--- src/rtl/fetch_line_buffer_if.sv ---
// rtl/fetch_line_buffer_if.sv - fetch stage memory, redirect and instruction handshake bundle
interface fetch_line_buffer_if #(
  parameter int ADDR_W = 32,
  parameter int LINE_W = 128
);
  logic [ADDR_W-1:0] mem_address;
  logic [LINE_W-1:0] mem_line;
  logic              redirect_valid;
  logic [ADDR_W-1:0] redirect_pc;
  logic [31:0]       inst;
  logic [ADDR_W-1:0] inst_pc;
  logic              inst_valid;
  logic              inst_ready;

  modport master (
    output mem_address, inst, inst_pc, inst_valid,
    input  mem_line, redirect_valid, redirect_pc, inst_ready
  );

  modport slave (
    input  mem_address, inst, inst_pc, inst_valid,
    output mem_line, redirect_valid, redirect_pc, inst_ready
  );
endinterface

--- src/rtl/fetch_line_buffer.sv ---
// rtl/fetch_line_buffer.sv - PC owner that fetches 128-bit lines and streams 32-bit instructions
module fetch_line_buffer #(
  parameter int ADDR_W      = 32,
  parameter int LINE_W      = 128,
  parameter int MEM_LATENCY = 5
) (
  input  logic                CLk,
  input  logic                rst_n,
  fetch_line_buffer_if.master bus
);
  localparam int CNT_W = $clog2(MEM_LATENCY + 1);
  localparam logic [CNT_W-1:0] LAST_CNT = CNT_W'(MEM_LATENCY - 1);

  typedef enum logic {S_WAIT, S_DRAIN} state_t;

  state_t            state;
  logic [ADDR_W-1:0] pc;
  logic [ADDR_W-1:0] mem_addr;
  logic [LINE_W-1:0] line;
  logic [CNT_W-1:0]  wait_cnt;
  logic [ADDR_W-1:0] pc_next;
  logic [1:0]        slot;

  assign slot    = pc[3:2];
  assign pc_next = pc + ADDR_W'(4);

  assign bus.mem_address = mem_addr;
  assign bus.inst_valid  = (state == S_DRAIN);
  assign bus.inst_pc     = pc;
  assign bus.inst        = line[32*slot +: 32];

  // Redirect outranks both line capture and handshake advance on the same edge.
  always_ff @(posedge CLk or negedge rst_n) begin
    if (!rst_n) begin
      state    <= S_WAIT;
      pc       <= '0;
      mem_addr <= '0;
      line     <= '0;
      wait_cnt <= '0;
    end else if (bus.redirect_valid) begin
      pc       <= {bus.redirect_pc[ADDR_W-1:2], 2'b00};
      mem_addr <= {bus.redirect_pc[ADDR_W-1:4], 4'b0000};
      wait_cnt <= '0;
      state    <= S_WAIT;
    end else begin
      case (state)
        S_WAIT: begin
          if (wait_cnt == LAST_CNT) begin
            line     <= bus.mem_line;
            wait_cnt <= '0;
            state    <= S_DRAIN;
          end else begin
            wait_cnt <= wait_cnt + CNT_W'(1);
          end
        end
        S_DRAIN: begin
          if (bus.inst_ready) begin
            pc <= pc_next;
            if (slot == 2'd3) begin
              mem_addr <= {pc_next[ADDR_W-1:4], 4'b0000};
              wait_cnt <= '0;
              state    <= S_WAIT;
            end
          end
        end
        default: state <= S_WAIT;
      endcase
    end
  end
endmodule

--- src/flat_wrapper.sv ---
// flat-port wrapper written by rule: the top's interface ports become plain ports
module fetch_line_buffer_flat 
#(
  parameter int ADDR_W      = 32,
  parameter int LINE_W      = 128,
  parameter int MEM_LATENCY = 5
)
  (CLk, rst_n, bus_mem_address, bus_inst, bus_inst_pc, bus_inst_valid, bus_mem_line, bus_redirect_valid, bus_redirect_pc, bus_inst_ready);
  fetch_line_buffer_if #(.ADDR_W(ADDR_W), .LINE_W(LINE_W)) bus_i ();
  input  logic CLk;
  input  logic rst_n;
  output wire logic [$bits(bus_i.mem_address)-1:0] bus_mem_address;
  output wire logic [$bits(bus_i.inst)-1:0] bus_inst;
  output wire logic [$bits(bus_i.inst_pc)-1:0] bus_inst_pc;
  output wire logic [$bits(bus_i.inst_valid)-1:0] bus_inst_valid;
  input wire logic [$bits(bus_i.mem_line)-1:0] bus_mem_line;
  input wire logic [$bits(bus_i.redirect_valid)-1:0] bus_redirect_valid;
  input wire logic [$bits(bus_i.redirect_pc)-1:0] bus_redirect_pc;
  input wire logic [$bits(bus_i.inst_ready)-1:0] bus_inst_ready;
  assign bus_mem_address = bus_i.mem_address;
  assign bus_inst = bus_i.inst;
  assign bus_inst_pc = bus_i.inst_pc;
  assign bus_inst_valid = bus_i.inst_valid;
  assign bus_i.mem_line = bus_mem_line;
  assign bus_i.redirect_valid = bus_redirect_valid;
  assign bus_i.redirect_pc = bus_redirect_pc;
  assign bus_i.inst_ready = bus_inst_ready;
  fetch_line_buffer #(.ADDR_W(ADDR_W), .LINE_W(LINE_W), .MEM_LATENCY(MEM_LATENCY)) u_core (.CLk(CLk), .rst_n(rst_n), .bus(bus_i));
endmodule
--- config.mk ---
export PLATFORM = sky130hd
export DESIGN_NAME = fetch_line_buffer_flat
export DESIGN_NICKNAME = d
export VERILOG_FILES = /design/src/rtl/fetch_line_buffer_if.sv /design/src/rtl/fetch_line_buffer.sv /design/src/flat_wrapper.sv
export SDC_FILE = /design/constraint.sdc
export NUM_CORES = 1
export LEC_CHECK = 0
export CAP_MARGIN = 0
export CELL_PAD_IN_SITES_DETAIL_PLACEMENT = 1
export CELL_PAD_IN_SITES_GLOBAL_PLACEMENT = 2
export CORE_MARGIN = 1
export CORE_UTILIZATION = 35
export CTS_BUF_LIST = sky130_fd_sc_hd__clkbuf_8
export CTS_CLUSTER_DIAMETER = 150
export DETAILED_ROUTE_END_ITERATION = 6
export PLACE_DENSITY_LB_ADDON = 0.15
export SLEW_MARGIN = 20
export SYNTH_ARGS = -nofsm -noshare
export SYNTH_HDL_FRONTEND = slang
export SYNTH_SLANG_ARGS = --single-unit
--- constraint.sdc ---
create_clock -name CLk -period 3 [get_ports CLk]
set_input_delay 0.6 -clock CLk [delete_from_list [all_inputs] [get_ports CLk]]
set_output_delay 0.6 -clock CLk [all_outputs]
set_load 0.05 [all_outputs]
==> results of run 1 <==
-- area by class of cell --
class / instances / area (um2) / area share (%)
timing repair buffer: 267 / 2650 / 21.4
multi-input combinational: 471 / 4100 / 33.1
sequential: 190 / 4760 / 38.5
tap: 330 / 413 / 3.34
clock inverter: 15 / 176 / 1.43
clock buffer: 17 / 234 / 1.89
inverter: 10 / 37.5 / 0.304
-- synth_stat cells, drive strengths merged --
master | n | area share, %
a31o | 2 | 0.19
xnor2 | 14 | 1.3
o21ai | 33 | 1.8
dfrtp | 190 | 52
mux2i | 7 | 0.77
o31a | 1 | 0.096
o221ai | 7 | 0.67
or2 | 1 | 0.069
a21oi | 6 | 0.33
xor2 | 35 | 3.4
a221oi | 2 | 0.19
and2 | 2 | 0.14
mux2 | 131 | 16
ha | 3 | 0.41
a22o | 2 | 0.19
and4 | 1 | 0.096
nand2b | 2 | 0.14
a211oi | 1 | 0.082
nand3b | 5 | 0.41
nand4 | 19 | 1.4
o211ai | 4 | 0.33
nor2 | 30 | 1.2
mux4 | 32 | 7.9
buf | 31 | 1.8
nor3b | 1 | 0.082
inv | 10 | 0.41
o22ai | 1 | 0.069
conb | 1 | 0.041
o31ai | 6 | 0.49
nor4 | 9 | 1.2
clkbuf | 22 | 0.92
or4 | 2 | 0.21
nand3 | 23 | 1.4
nor3 | 13 | 0.82
and3 | 6 | 0.41
nand2 | 64 | 2.6
-- what timing repair did --
item,4_1_cts,5_1_grt
endpoints found under the setup margin,18,0
gates resized for setup,18,0
setup buffers,0,0
-- cells in the final DEF, fill, tap and decap left out, types with 7 or more instances in the layout --
master | netlist | final
buf_4 | 7 | 23
clkbuf_8 | 0 | 18
clkdlybuf4s50_1 | 0 | 218
dfrtp_1 | 190 | 188
dlygate4sd2_1 | 0 | 18
inv_1 | 10 | 11
mux2_2 | 131 | 131
mux2i_1 | 7 | 7
mux4_2 | 32 | 32
nand2_1 | 64 | 64
nand3_1 | 22 | 22
nand4_1 | 18 | 18
nor2_1 | 30 | 30
nor3_1 | 11 | 10
o21ai_0 | 32 | 32
o221ai_1 | 7 | 7
xnor2_1 | 14 | 14
xor2_1 | 35 | 35
-- stage by stage --
step | util, % | cell area (um2) | total power [mW] | worst slack, ns | hold WS, ns
CTS | 48.7 | 12400 | 9.02 | 0.196 | 0.186
finish | 48.7 | 12400 | 8.90 | 0.258 | 0.172
floorplan | - | 9140 | 6.12 | 0.481 | 0.304
global route | 48.7 | 12400 | 9.36 | 0.156 | 0.196
detailed placement | 47.2 | 12000 | 7.36 | 0.339 | 0.493
global placement | 47.2 | 12000 | 7.17 | 0.375 | 0.484
-- power groups by stage --
stage	registers [mW]	clock network, mW	logic (mW)
global route	3.98	1.88	3.50
global placement	3.83	0	3.34
detailed placement	3.93	0	3.44
CTS	3.88	1.79	3.36
finish	3.87	1.72	3.31
floorplan	3.98	0	2.14
-- state kept, by name, summed over array words and instances (netlist names) --
register	flops
u_core.bus.inst_pc	30
u_core.bus.inst_valid	1
u_core.bus.mem_address	28
u_core.line	128
u_core.wait_cnt	3
-- logic make-up after synthesis --
logic type               after synthesis  synth area share [%]
flip-flops                           190                  52.2
XOR/XNOR                              49                  4.71
multiplexers                         170                  24.9
adder cells (fa/ha/maj)                3                 0.412
other                                  1                0.0411
AND/OR/NAND/NOR                      178                  10.2
AO/OA/AOI/OAI                         65                  4.46
buffers and inverters                 63                  3.17
-- critical path: cells and delay by family, from the launching register on --
kind	cells	cell delay, ns
buf+inv	2	0.70
flops	1	0.40
mux	1	0.54
-- per-layer routing --
metal	GRT usage, %	wire, um
met3	6.96	2020
met1	23.4	10200
met2	34.6	13200
met5	0	12
met4	5.56	338
-- worst max path at each step --
stage / cells after the start / start / to / slack, ns
after global placement: 6 / bus_inst_ready / u_core.bus.inst_pc[25] / 0.38
final: 3 / u_core.bus.inst_pc[2] / bus_inst[0] / 0.26
after floorplan: 3 / u_core.bus.inst_pc[2] / bus_inst[0] / 0.48
after global routing: 3 / u_core.bus.inst_pc[2] / bus_inst[0] / 0.16
after CTS: 3 / u_core.bus.inst_pc[2] / bus_inst[0] / 0.20
after detailed placement: 7 / bus_inst_ready / u_core.bus.inst_pc[15] / 0.34
==> impl_metrics.json, run 1 <==
{
  "worst_pin_slew_ns": 0.808,
  "layout-drive-gt1-share_pct": 24.7,
  "p_comb_share_pct": 37.2,
  "worst_path_max_delay_cell": "mux4_2",
  "max_freq_ghz": 0.365,
  "cts_tree": "built",
  "power_density_nw_per_um2": 720,
  "grt_max_degree": 130,
  "drc_errors": 0,
  "status": "complete, no violations",
  "antenna_found_initial": 1,
  "area_growth_pct": 35.6,
  "required_ns": 2.40,
  "p_leak_nw": 5.10,
  "fin_worst_skew_ns": 0.0246,
  "tns_ns": 0,
  "grt_overflow": 0,
  "swShare_pct": 37.9,
  "final_nets": 1124,
  "cts_root_buffer": "clkbuf_8",
  "postRouteAntennaNets": 0,
  "diodes": 0,
  "vias": 6632,
  "core_area_um2": 25400,
  "initial_core_util_pct": 35.9,
  "die_area_um2": 26700,
  "internal_power_mw": 5.53,
  "yosys_register_bits": 190,
  "ys_warn_count": 0,
  "syn_avg_cell_area_um2": 12.7,
  "grt_pass1_vias": 7376,
  "synth_cells": 719,
  "setup_viol": 0,
  "irDropWorstVdd_mv": 0.346,
  "final_cells": 1300,
  "first_pass_iters": 6,
  "ios": 261,
  "via_per_inst": 5.10,
  "start_kind": "flop",
  "ctsHoldBuffers": 0,
  "hp-class": "in2async",
  "ys_types": 46,
  "cts.sinks": 190,
  "numCtsBuffers": 17,
  "synthesis.area_um2": 9120,
  "grt_pass1_wl_mm": 40.6,
  "rr_worst_depth": 7,
  "io_buffers": 252,
  "drt_iter0_markers": 306,
  "die_h_um": 163,
  "die_x_um": 163,
  "power_frac_seq_pct": 43.5,
  "gp_congestion": 0.829,
  "htreeDepth": 4,
  "period_minus_slack_ns": 2.74,
  "clock_latency_ns": 0.48,
  "routedWlPerCell_um": 19.8,
  "crit_path_end_kind": "output port",
  "rsz0062_at_grt": "false",
  "ys_seq_area_share_pct": 52.2,
  "worstPathArrival_ns": 2.14,
  "cp_cell_sequence": "buf_12 -> mux4_2 -> dlygate4sd2_1",
  "clkPwrFrac_pct": 19.3,
  "grt_usage_pct": 20.0,
  "fill_cells": 2660,
  "period_share_pct": 91.4,
  "switchingPower_mw": 3.37,
  "hold_viol_final": 0,
  "dp_hpwl_mm": 18.7,
  "crit_fanout": 25,
  "critical_path_class": "reg2out",
  "clk_pin_slew_ns": 0.11,
  "r2r_end": "u_core.bus.inst_pc[30]",
  "max_stage_delay_ns": 0.54,
  "dp.cells": 1268,
  "cap_violations": 0,
  "max-clock-path-buffers": 2,
  "wl_mm": 25.8,
  "slew_headroom_pct": 46.1,
  "rows": 58,
  "drv_slew": 0,
  "r2r-start": "u_core.bus.inst_pc[2]",
  "r2r_slack_ns": 0.64
}
Power figures use the tool's default switching activity.
==> run 2: changes to the inputs <==
--- a/config.mk
+++ b/config.mk
@@ -5,11 +5,12 @@
 export SDC_FILE = /design/constraint.sdc
 export NUM_CORES = 1
 export LEC_CHECK = 0
+export ABC_AREA = 1
 export CAP_MARGIN = 0
 export CELL_PAD_IN_SITES_DETAIL_PLACEMENT = 1
 export CELL_PAD_IN_SITES_GLOBAL_PLACEMENT = 2
 export CORE_MARGIN = 1
-export CORE_UTILIZATION = 35
+export CORE_UTILIZATION = 33
 export CTS_BUF_LIST = sky130_fd_sc_hd__clkbuf_8
 export CTS_CLUSTER_DIAMETER = 150
 export DETAILED_ROUTE_END_ITERATION = 6
==> run 2 against run 1 <==
  * Sequential power grew 2%
  * Global-route usage hardly changed
  * Non-clock buffer count increased by 7
  * Critical endpoint is now bus_inst[7]
  * Largest power group is now combinational logic
  * Highest routed layer unchanged
==> impl_metrics.json, run 2 <==
{
  "tns_ns": 0,
  "synthesis.area_um2": 9660,
  "power_density_nw_per_um2": 780,
  "htreeDepth": 4,
  "synth_edf_count": 0,
  "area_growth_pct": 38.0,
  "multiInputGateArea_um2": 4470,
  "rsz0062_at_grt": "false",
  "grt_usage_pct": 20.1,
  "final_cell_mix": "nand2_1 (223), clkdlybuf4s50_1 (219), dfrtp_1 (189)",
  "cap_violations": 0,
  "ys_seq_area_share_pct": 49.2,
  "grt_max_degree": 71,
  "routedWlPerCell_um": 17.9,
  "hp-class": "in2async",
  "ios": 261,
  "dp_hpwl_mm": 20.8,
  "cts_tree": "built",
  "wl_mm": 28.8,
  "crit_path_end_kind": "output port",
  "worst_path_max_delay_cell": "dfrtp_2",
  "yosysTopAreaCellShare_pct": 49.2,
  "clk_pin_slew_ns": 0.12,
  "core_area_um2": 28800,
  "initial_core_util_pct": 33.6,
  "r2r_slack_ns": 0.83,
  "rows": 62,
  "yosys-top-cells-count": "nand2_1 (223), dfrtp_1 (190), mux2_4 (109), nor2_1 (107), o21ai_0 (82)",
  "yosys_register_bits": 190,
  "final_nets": 1375,
  "setup_slack_ns": 0.194,
  "critical_path_class": "reg2out",
  "worstPathArrival_ns": 2.21,
  "synth_cells": 968,
  "slew_headroom_pct": 58.9,
  "die_area_um2": 30000,
  "crit_fanout": 48,
  "ctsHoldBuffers": 0,
  "grt_overflow": 0,
  "drc_errors": 0,
  "p_leak_nw": 6.26,
  "regArea_um2": 4760,
  "first_pass_iters": 4,
  "die_x_um": 173,
  "largest-register": "u_core.line",
  "r2r-start": "u_core.bus.inst_pc[3]",
  "period_minus_slack_ns": 2.81,
  "pre_cts_ws_ns": 0.513,
  "rr_worst_depth": 10,
  "grt_pass1_vias": 8475,
  "start_kind": "flop",
  "antenna_found_initial": 3,
  "cts_root_buffer": "clkbuf_8",
  "clock_latency_ns": 0.47,
  "io_buffers": 252,
  "layout-drive-gt1-share_pct": 20.1,
  "worst_pin_slew_ns": 0.617,
  "synth.area.top_cells": "dfrtp_1 (49%), mux2_4 (17%), nand2_1 (8.7%)",
  "ys_types": 31,
  "syn_avg_cell_area_um2": 9.98,
  "yosysTopAreaCell": "dfrtp_1",
  "cts_setup_buffers": 0,
  "ys.flop_type": "dfrtp_1",
  "drt_iter0_markers": 333,
  "cp_cell_sequence": "buf_4 -> o21ai_0 -> o22ai_1 -> buf_12",
  "numCtsBuffers": 17,
  "required_ns": 2.40,
  "cts.sinks": 190,
  "period_share_pct": 93.5,
  "gp_congestion": 0.783,
  "max_stage_delay_ns": 0.54,
  "die_h_um": 173,
  "r2r_end": "u_core.bus.mem_address[28]",
  "synthArstFlopShare_pct": 100,
  "postRouteAntennaNets": 0,
  "fin_worst_skew_ns": 0.0254,
  "largest_reg_flops": 128,
  "max-clock-path-buffers": 2,
  "setup_viol": 0,
  "layout.cells.most_common": "nand2_1",
  "vias": 7698,
  "cts_resized": 0,
  "via_per_inst": 4.79,
  "status": "complete, no violations",
  "ys_warn_count": 0,
  "fill_cells": 3185,
  "hold_viol_final": 0,
  "drv_slew": 0,
  "grt_pass1_wl_mm": 47.2,
  "finalPower_mw": 10.4,
  "synthMostInstantiatedCell": "nand2_1",
  "max_freq_ghz": 0.356,
  "irDropWorstVdd_mv": 0.390
}
## run 2: changes by cell type in the layout (fill, tap and decap cells not counted), moves of 13 or more
cell,delta
dlygate4sd2_1,-18
mux2_4,+109
o22ai_1,+31
nand4_1,-18
nor2_1,+77
nand3_1,+41
mux2_2,-112
buf_12,+31
o21ai_0,+50
xnor2_1,-13
nand2_1,+159
mux4_2,-32
xor2_1,-32
inv_1,+13
## run 2: cell type report
class / instances / area share (%)
diodes: 1 / 0.0188
clock buffers: 18 / 1.86
clock inverters: 14 / 1.44
inverters: 28 / 0.789
multi-input cells: 697 / 33.5
flip-flops and latches: 190 / 35.7
well taps: 384 / 3.61
repair buffers: 274 / 23.1
## run 2: kinds of logic after synthesis
| group | synth area share, % |
|---|---|
| AOI/OAI and AO/OA | 7.96 |
| xor gates and xnor gates | 0.363 |
| adders and majority gates | 0.389 |
| buffers and inverters | 4.76 |
| DFF | 49.2 |
| muxes | 19.2 |
| other | 0.0388 |
| and+or+nand+nor | 18.1 |
## run 2: worst max path at each step
stage / from / cells after the start / to / slack, ns
after floorplan: u_core.bus.inst_pc[2] / 5 / bus_inst[0] / 0.25
after global placement: bus_redirect_valid / 5 / u_core.line[87] / 0.53
after detailed placement: bus_redirect_valid / 5 / u_core.line[88] / 0.51
after CTS: u_core.bus.inst_pc[2] / 4 / bus_inst[1] / 0.13
after global routing: u_core.bus.inst_pc[2] / 4 / bus_inst[7] / 0.01
final: u_core.bus.inst_pc[2] / 4 / bus_inst[7] / 0.19
## run 2: per-layer routing
metal | vias to the layer above | global-route usage, % | wire length [um]
li1 | 3711 | - | -
met1 | 3785 | 25.0 | 12500
met2 | 178 | 33.9 | 13900
met3 | 20 | 6.40 | 2040
met4 | 4 | 4.28 | 283
met5 | - | 0 | 25
## run 2: critical path, delay by kind of cell (launching register included)
kind,cells,cell delay [ns]
AO/OA/AOI/OAI,2,0.51
buffers and inverters,2,0.67
flip-flops,1,0.54
## run 2: per-stage QoR
stage	instance area, um2	hold slack (ns)	util (%)	std cells
2_1_floorplan	9680	0.304	-	973
3_3_place_gp	12900	0.464	44.8	1573
3_5_place_dp	12900	0.466	44.8	1573
4_1_cts	13300	0.129	46.3	1605
5_1_grt	13300	0.143	46.3	1605
6_report	13300	0.125	46.3	1606
## run 2: report_power, final
part / switching, mW / internal (mW)
clock: 1.11 / 0.747
combinational: 2.31 / 2.30
sequential: 0.547 / 3.38
==> run 3: changes to the inputs <==
--- a/config.mk
+++ b/config.mk
@@ -6,7 +6,7 @@
 export NUM_CORES = 1
 export LEC_CHECK = 0
 export ABC_AREA = 1
-export CAP_MARGIN = 0
+export CAP_MARGIN = 10
 export CELL_PAD_IN_SITES_DETAIL_PLACEMENT = 1
 export CELL_PAD_IN_SITES_GLOBAL_PLACEMENT = 2
 export CORE_MARGIN = 1
==> results of run 3 <==
The final DEF is identical to that of run 2; final timing and power are the same.
